**config.mk**
```make
export PLATFORM = sky130hd
export DESIGN_NAME = stream_arb_mux_flat
export DESIGN_NICKNAME = d
export VERILOG_FILES = /design/src/rtl/stream_arb_mux_if.sv /design/src/rtl/stream_arb_mux.sv /design/src/flat_wrapper.sv
export SDC_FILE = /design/constraint.sdc
export NUM_CORES = 1
export LEC_CHECK = 0
export CORE_UTILIZATION = 30
export DETAILED_ROUTE_END_ITERATION = 8
export MAX_ROUTING_LAYER = met4
export SYNTH_ARGS = -nofsm -noshare
export SYNTH_HDL_FRONTEND = slang
export SYNTH_SLANG_ARGS = --single-unit
```
**constraint.sdc**
```tcl
create_clock -name clk -period 3 [get_ports clk]
set_clock_uncertainty 0.2 [all_clocks]
set_input_delay 0.45 -clock clk [delete_from_list [all_inputs] [get_ports clk]]
set_output_delay 0.45 -clock clk [all_outputs]
set_load 0.1 [all_outputs]
```
**src/rtl/stream_arb_mux_if.sv**
```systemverilog
// stream_arb_mux_if: bundles the N-input valid/ready streams and the single registered output stream
interface stream_arb_mux_if #(
    parameter int CHANNEL_BITS = 2,
    parameter int WIDTH = 16
);
    localparam int N = 2 ** CHANNEL_BITS;
    logic [N-1:0] in_valid;
    logic [N-1:0][WIDTH-1:0] in_data;
    logic [N-1:0] in_last;
    logic [N-1:0] in_ready;
    logic out_valid;
    logic [WIDTH-1:0] out_data;
    logic out_last;
    logic [CHANNEL_BITS-1:0] out_sel;
    logic out_ready;
    modport master (
        output in_valid, in_data, in_last, out_ready,
        input in_ready, out_valid, out_data, out_last, out_sel
    );
    modport slave (
        input in_valid, in_data, in_last, out_ready,
        output in_ready, out_valid, out_data, out_last, out_sel
    );
endinterface

```
**src/rtl/stream_arb_mux.sv**
```systemverilog
// stream_arb_mux: round-robin or fixed-priority packet arbiter feeding one registered output stage
module stream_arb_mux #(
    parameter int CHANNEL_BITS = 2,
    parameter int WIDTH = 16,
    parameter bit ROUND_ROBIN = 1'b1
) (
    input logic clk,
    input logic rst_n,
    stream_arb_mux_if.slave bus
);
    localparam int N = 2 ** CHANNEL_BITS;
    logic locked;
    logic [CHANNEL_BITS-1:0] lock_ch;
    logic [CHANNEL_BITS-1:0] rr_ptr;
    logic [CHANNEL_BITS-1:0] grant;
    logic [CHANNEL_BITS-1:0] idx;
    logic grant_vld;
    logic load_en;
    logic accept;
    assign load_en = !bus.out_valid || bus.out_ready;
    // Scan from the highest search offset down so the first eligible index in search order wins; a held lock makes only lock_ch eligible
    always_comb begin
        grant = '0;
        grant_vld = 1'b0;
        idx = '0;
        for (int i = N - 1; i >= 0; i--) begin
            idx = ROUND_ROBIN ? rr_ptr + CHANNEL_BITS'(i) : CHANNEL_BITS'(i);
            if (locked ? (idx == lock_ch) : bus.in_valid[idx]) begin
                grant = idx;
                grant_vld = 1'b1;
            end
        end
    end
    assign bus.in_ready = (rst_n && load_en && grant_vld) ? (N'(1) << grant) : '0;
    assign accept = rst_n && load_en && grant_vld && bus.in_valid[grant];
    // Output register refills on the drain edge; lock and rotation pointer follow packet boundaries
    always_ff @(posedge clk) begin
        if (!rst_n) begin
            bus.out_valid <= 1'b0;
            bus.out_data <= {WIDTH{1'b0}};
            bus.out_last <= 1'b0;
            bus.out_sel <= '0;
            locked <= 1'b0;
            lock_ch <= '0;
            rr_ptr <= '0;
        end else begin
            if (load_en)
                bus.out_valid <= accept;
            if (accept) begin
                bus.out_data <= bus.in_data[grant];
                bus.out_last <= bus.in_last[grant];
                bus.out_sel <= grant;
                locked <= !bus.in_last[grant];
                if (!bus.in_last[grant])
                    lock_ch <= grant;
                else
                    rr_ptr <= grant + 1'b1;
            end
        end
    end
endmodule

```
**src/flat_wrapper.sv**
```systemverilog
// flat-port wrapper written by rule: the top's interface ports become plain ports
module stream_arb_mux_flat 
#(
    parameter int CHANNEL_BITS = 2,
    parameter int WIDTH = 16,
    parameter bit ROUND_ROBIN = 1'b1
)
  (clk, rst_n, bus_in_valid, bus_in_data, bus_in_last, bus_out_ready, bus_in_ready, bus_out_valid, bus_out_data, bus_out_last, bus_out_sel);
  stream_arb_mux_if #(.CHANNEL_BITS(CHANNEL_BITS), .WIDTH(WIDTH)) bus_i ();
  input logic clk;
  input logic rst_n;
  input wire logic [$bits(bus_i.in_valid)-1:0] bus_in_valid;
  input wire logic [$bits(bus_i.in_data)-1:0] bus_in_data;
  input wire logic [$bits(bus_i.in_last)-1:0] bus_in_last;
  input wire logic [$bits(bus_i.out_ready)-1:0] bus_out_ready;
  output wire logic [$bits(bus_i.in_ready)-1:0] bus_in_ready;
  output wire logic [$bits(bus_i.out_valid)-1:0] bus_out_valid;
  output wire logic [$bits(bus_i.out_data)-1:0] bus_out_data;
  output wire logic [$bits(bus_i.out_last)-1:0] bus_out_last;
  output wire logic [$bits(bus_i.out_sel)-1:0] bus_out_sel;
  assign bus_i.in_valid = bus_in_valid;
  assign bus_i.in_data = bus_in_data;
  assign bus_i.in_last = bus_in_last;
  assign bus_i.out_ready = bus_out_ready;
  assign bus_in_ready = bus_i.in_ready;
  assign bus_out_valid = bus_i.out_valid;
  assign bus_out_data = bus_i.out_data;
  assign bus_out_last = bus_i.out_last;
  assign bus_out_sel = bus_i.out_sel;
  stream_arb_mux #(.CHANNEL_BITS(CHANNEL_BITS), .WIDTH(WIDTH), .ROUND_ROBIN(ROUND_ROBIN)) u_core (.clk(clk), .rst_n(rst_n), .bus(bus_i));
endmodule
```
* Yosys cells after proc, flatten, opt, wreduce, memory -nomap -nowiden
Cells that the tools add are included.
** Cells by class
- Add/sub/neg operators :: 4
- Magnitude comparators :: 5
- Equal/unequal tests :: 4
- Shift-type cells :: 1
- Multiplexer cells :: 27
- Bitwise operators :: 1
- Reduce and logical (&&, ||, !) cells :: 8
** Operator list (count)
- $bmux 16 s2 :: 1
- $mux 16 :: 1
- $lt 2x3->1 const B :: 5
- $mux 1 :: 14
- $bmux 1 s2 :: 6
- $eq 2x2->1 :: 4
- $mux 2 :: 4
- $add 2x1->2 const B :: 2
- $add 2x2->2 const B :: 2
- $mux 4 :: 1
- $reduce_and 2->1 :: 2
- $shl 1x2->4 const A :: 1
- $logic_and 1x1->1 :: 3
- $logic_not 1->1 :: 2
- $logic_or 1x1->1 :: 1
- $not 1->1 :: 1
** Storage, ports and cells
- Register bits :: 25
- Input port bits :: 75
- Logic and storage cells :: 57

* Longest topological paths before layout
- Word-level depth :: 12
- Depth in mapped cells :: 12
- Gate-level depth less buffers :: 9

* Least setup slack after synthesis
Ideal clock, no wire load.
- Kind :: input-to-output
- Start point :: input bus_in_valid[2]
- End point :: output bus_in_ready[1]
- Data arrival time :: 3.011 ns
- Data required time :: 2.350 ns
- Path slack :: -0.661 ns
- Stages on the path :: 9
- Cells stage by stage :: clkbuf_1 mux2_1 a32oi_1 o211ai_1 mux2_2 clkbuf_1 buf_2 ha_1 and2_1
** Between the ends
- Cells in the longest elaborated chain, start to end :: 9
- Elaborated cells on any way between the ends :: 23
- Those cells by class :: shift: 1; mux: 21; reduce/logical: 1
** Ends and longest elaborated chain
- start: declaration :: line flat_wrapper.sv:12 : input wire logic [$bits(bus_i.in_valid)-1:0] bus_in_valid;
- $bmux 1 s2 :: line stream_arb_mux.sv:28 : if (locked ? (idx == lock_ch) : bus.in_valid[idx]) begin
- $mux 1 (implied by the code) :: line stream_arb_mux.sv:28
- $mux 1 :: line stream_arb_mux.sv:28
- $mux 2 / $mux 1 (equally long branches) (4 in a row) :: line stream_arb_mux.sv:28
- $shl 1x2->4 / $logic_and 1x1->1 (equally long branches) :: line stream_arb_mux.sv:34 : assign bus.in_ready = (rst_n && load_en && grant_vld) ? (N'(1) << grant) : '0;
- $mux 4 * :: line stream_arb_mux.sv:34
- end: declaration :: line flat_wrapper.sv:16 : output wire logic [$bits(bus_i.in_ready)-1:0] bus_in_ready;
Mark *: on every way between the ends. The rest lies on a longest branch, timed or not. The select of a mux whose other input is x is not followed.

* Final worst setup path
- Start point :: register u_core.rr_ptr[1]
- End point :: output bus_in_ready[3]
** Between the ends
- Cells in the longest elaborated chain, start to end :: 10
- Elaborated cells on any way between the ends :: 30
- Those cells by class :: add/sub: 3; eq/ne: 4; shift: 1; mux: 21; reduce/logical: 1
** Ends and longest elaborated chain
- start: declaration :: line stream_arb_mux.sv:14 : logic [CHANNEL_BITS-1:0] rr_ptr;
- start signal: assignment :: line stream_arb_mux.sv:57 : rr_ptr <= grant + 1'b1;
- $add 2x2->2 :: line stream_arb_mux.sv:27 : idx = ROUND_ROBIN ? rr_ptr + CHANNEL_BITS'(i) : CHANNEL_BITS'(i);
- $bmux 1 s2 :: line stream_arb_mux.sv:28
- $mux 1 (implied by the code) :: line stream_arb_mux.sv:28
- $mux 1 :: line stream_arb_mux.sv:28
- $mux 2 (3 in a row) :: line stream_arb_mux.sv:28
- $mux 2 * :: line stream_arb_mux.sv:28
- named net u_core.grant[1] :: line stream_arb_mux.sv:15 : logic [CHANNEL_BITS-1:0] grant;
- $shl 1x2->4 * :: line stream_arb_mux.sv:34
- $mux 4 * :: line stream_arb_mux.sv:34
The timed path passes the listed nets; every way through them passes the cells marked *. The select of a mux whose other input is x is not followed.

==> qor.yml <==
status:
  status: "finished with violations"
  violations: "setup timing"
global_route:
  antenna_found_initial: 0
  grt_usage: 0.184
  grt_max_degree: 24
  grt_pass1_wl_um: 10500
  grt_pass1_vias: 2320
  grt-ovfl-total: 0
setup_path:
  required_ns: 2.35
  cp.arrival_ns: 2.43
  rrSetupSlack_ns: 0.05
  crit_type: "flop to primary output"
  reg2reg_from: "u_core.locked"
  r2r_cells: 12
  cp-start-kind: "flop"
  rr_endpoint: "u_core.bus.out_data[12]"
  crit_path_max_fanout: 5
  endpoint_kind: "primary output"
  cp-startpoint: "u_core.rr_ptr[1]"
synthesis:
  synth_ff_type: "dfxtp_1"
  seq_area_frac_synth: 0.244
  synth_edf_count: 0
  yosysTopAreaCellShare: 0.254
  synth.area.top_cells: "mux2i_1 (25%), dfxtp_1 (24%), mux2_2 (7.7%), nand2_1 (4.2%), a31oi_1 (2.4%)"
  synth.distinct_cells: 50
  ys.warnings.count: 0
  ys_async_sr_fraction: 0
  syn-num-nets: 316
  yosysTopAreaCell: "mux2i_1"
  synthCells: 237
  postSynthAreaPerCell_sq_um: 8.64
  synth-seq-cells: 25
  synth_area_sq_um: 2050
sta:
  setup_viol: 4
  grt_setup_unrepaired: "yes"
  setup_ws_ns: -0.0779
  hold_violations: 0
  fin_tns_setup_ns: -0.245
  fin_crit_ns: 3.08
  finalCritPeriodShare: 1.03
  max_slew_margin: 0.767
  max_freq_mhz: 325
  worstMarginPinSlew_ns: 0.350
  slew_violations: 0
floorplanning:
  boundaryPins: 99
  initial_utilization: 0.317
  fp.dieArea_sq_um: 7160
  die-height_um: 84.6
  die_width_um: 84.6
  coreArea_sq_um: 6460
  row_count: 29
cts:
  ctsHoldBuffers: 0
  cts_root_buf: "clkbuf_8"
  numCtsBuffers: 3
  insertion_delay_ns: 0.27
  htreeDepth: 1
  path_clk_slew_ns: 0.09
  clock-sinks: 25
  ctsLongestPathBuffers: 2
  cts_tree: "yes"
pwr:
  power_density_nw_per_um2: 1280
  p_leak_nw: 1.63
  ir_drop_mv: 0.859
detailed_routing:
  first_iter_violations: 58
  drc: 0
  drt_wl_total_um: 6280
  post_drt_wl_per_cell_um: 14.0
  ant_nets: 0
  first_pass_iters: 6
  vias: 2240
  vias_per_cell: 5.01
cells_and_area:
  stdcell_area_sq_um: 3670
  drive_above_1_share: 0.354
  final_cell_mix: "clkdlybuf4s50_1 (70), buf_4 (65), mux2i_1 (51), nand2_1 (23), dfxtp_1 (21)"
  antenna_cells: 0
  nets: 450
  layout_commonest_cell: "clkdlybuf4s50_1"
  area_growth_pct: 79.3
  final_core_util: 0.568
hold_path:
  hp-start: "u_core.bus.out_sel[1]"
  whs_endpoint: "u_core.bus.out_sel[1]"
  hold_depth: 2
  min_path_type: "flop to flop"
place:
  dp_hpwl_um: 4890
  port_buffers: 98
  place_congestion: 0.913
  placed_area_sq_um: 3400
flow_run:
  maxCapViolCount: 0
-- synthesized netlist by cell type, types with 2 or more instances --
| library cell | number |
|---|---|
| nor2b_1 | 4 |
| o21ai_0 | 2 |
| buf_2 | 8 |
| o22ai_1 | 4 |
| nor2_1 | 9 |
| and2_1 | 4 |
| nand2b_1 | 3 |
| or2_1 | 3 |
| clkbuf_1 | 10 |
| mux2i_1 | 52 |
| dfxtp_1 | 25 |
| a211oi_1 | 3 |
| nand3_1 | 2 |
| nand3b_1 | 2 |
| nand2_1 | 23 |
| xnor2_1 | 2 |
| ha_1 | 4 |
| and3_1 | 8 |
| inv_1 | 7 |
| mux2_2 | 14 |
| a31oi_1 | 8 |
| o21a_1 | 3 |
| a21oi_1 | 8 |
| nor3_1 | 3 |
-- power breakdown --
group | leakage [nW] | total [mW] | switching, mW | internal [mW]
Combinational | 1.40 | 3.92 | 2.09 | 1.83
Clock | 0.0217 | 0.204 | 0.110 | 0.0941
Sequential | 0.208 | 0.584 | 0.117 | 0.466
Total | 1.63 | 4.71 | 2.32 | 2.39
-- per-layer routing --
metal	GRT usage	wire, um
met1	0.219	2670
met4	0.0354	68
met3	0.0433	417
met5	-	0
met2	0.317	3120
-- layout make-up --
cell class | count | area (sq um)
Inverter | 8 | 32.5
Clock inverter | 1 | 7.51
Timing Repair Buffer | 149 | 1430
Fill cell | 609 | 2790
Tap cell | 77 | 96.3
Sequential cell | 25 | 513
Clock buffer | 3 | 41.3
Multi-Input combinational cell | 184 | 1550
-- stage by stage --
step                power (mW)  hold WS, ns  cells  setup slack [ns]
finish                    4.71        0.254    447           -0.0779
global route              5.00        0.281    447            -0.165
CTS                       4.61        0.255    442           -0.0511
detailed placement        4.21        0.236    432            -0.370
global placement          4.23        0.233    432            -0.446
floorplan                 3.19        0.370    237           0.00197
-- how the worst max path moves through the flow --
stage | endpoint
floorplan | bus_in_ready[1]
global placement | u_core.bus.out_data[3]
detailed placement | bus_in_ready[3]
CTS | bus_in_ready[2]
global route | bus_in_ready[2]
finish | bus_in_ready[3]
-- cells by family (layout without fill, tap and decap cells) --
logic type | after synthesis | in the layout | synth area share
buf+inv | 28 | 161 | 0.0617
fa+ha+maj | 4 | 4 | 0.0245
simple gates | 71 | 71 | 0.187
xor+xnor | 2 | 2 | 0.00856
mux | 67 | 67 | 0.337
compound gates | 40 | 40 | 0.137
flops | 25 | 25 | 0.244
-- registers in the layout (all words and copies together) (netlist names) --
signal / cells
u_core.rr_ptr: 2
u_core.lock_ch: 2
u_core.bus.out_sel: 2
u_core.locked: 1
u_core.bus.out_valid: 1
u_core.bus.out_data: 16
u_core.bus.out_last: 1
-- critical path: stages, from the launching register on --
cell and delay [ns]:
dfxtp_4 0.41, mux2i_1 0.24, o22ai_2 0.12, or2_1 0.25, and3_4 0.18, buf_6 0.11
nor3_4 0.29, inv_2 0.08, ha_2 0.17, and2_4 0.14, buf_12 0.16
-- timing repair --
action,in CTS,in global routing
hold endpoints to repair,0,0
endpoints found under the setup margin,26,25
gates resized for setup,26,15
setup buffers,6,4
pin swaps,6,3
gates cloned,1,1
No activity file was read; power rests on OpenSTA's default activity.
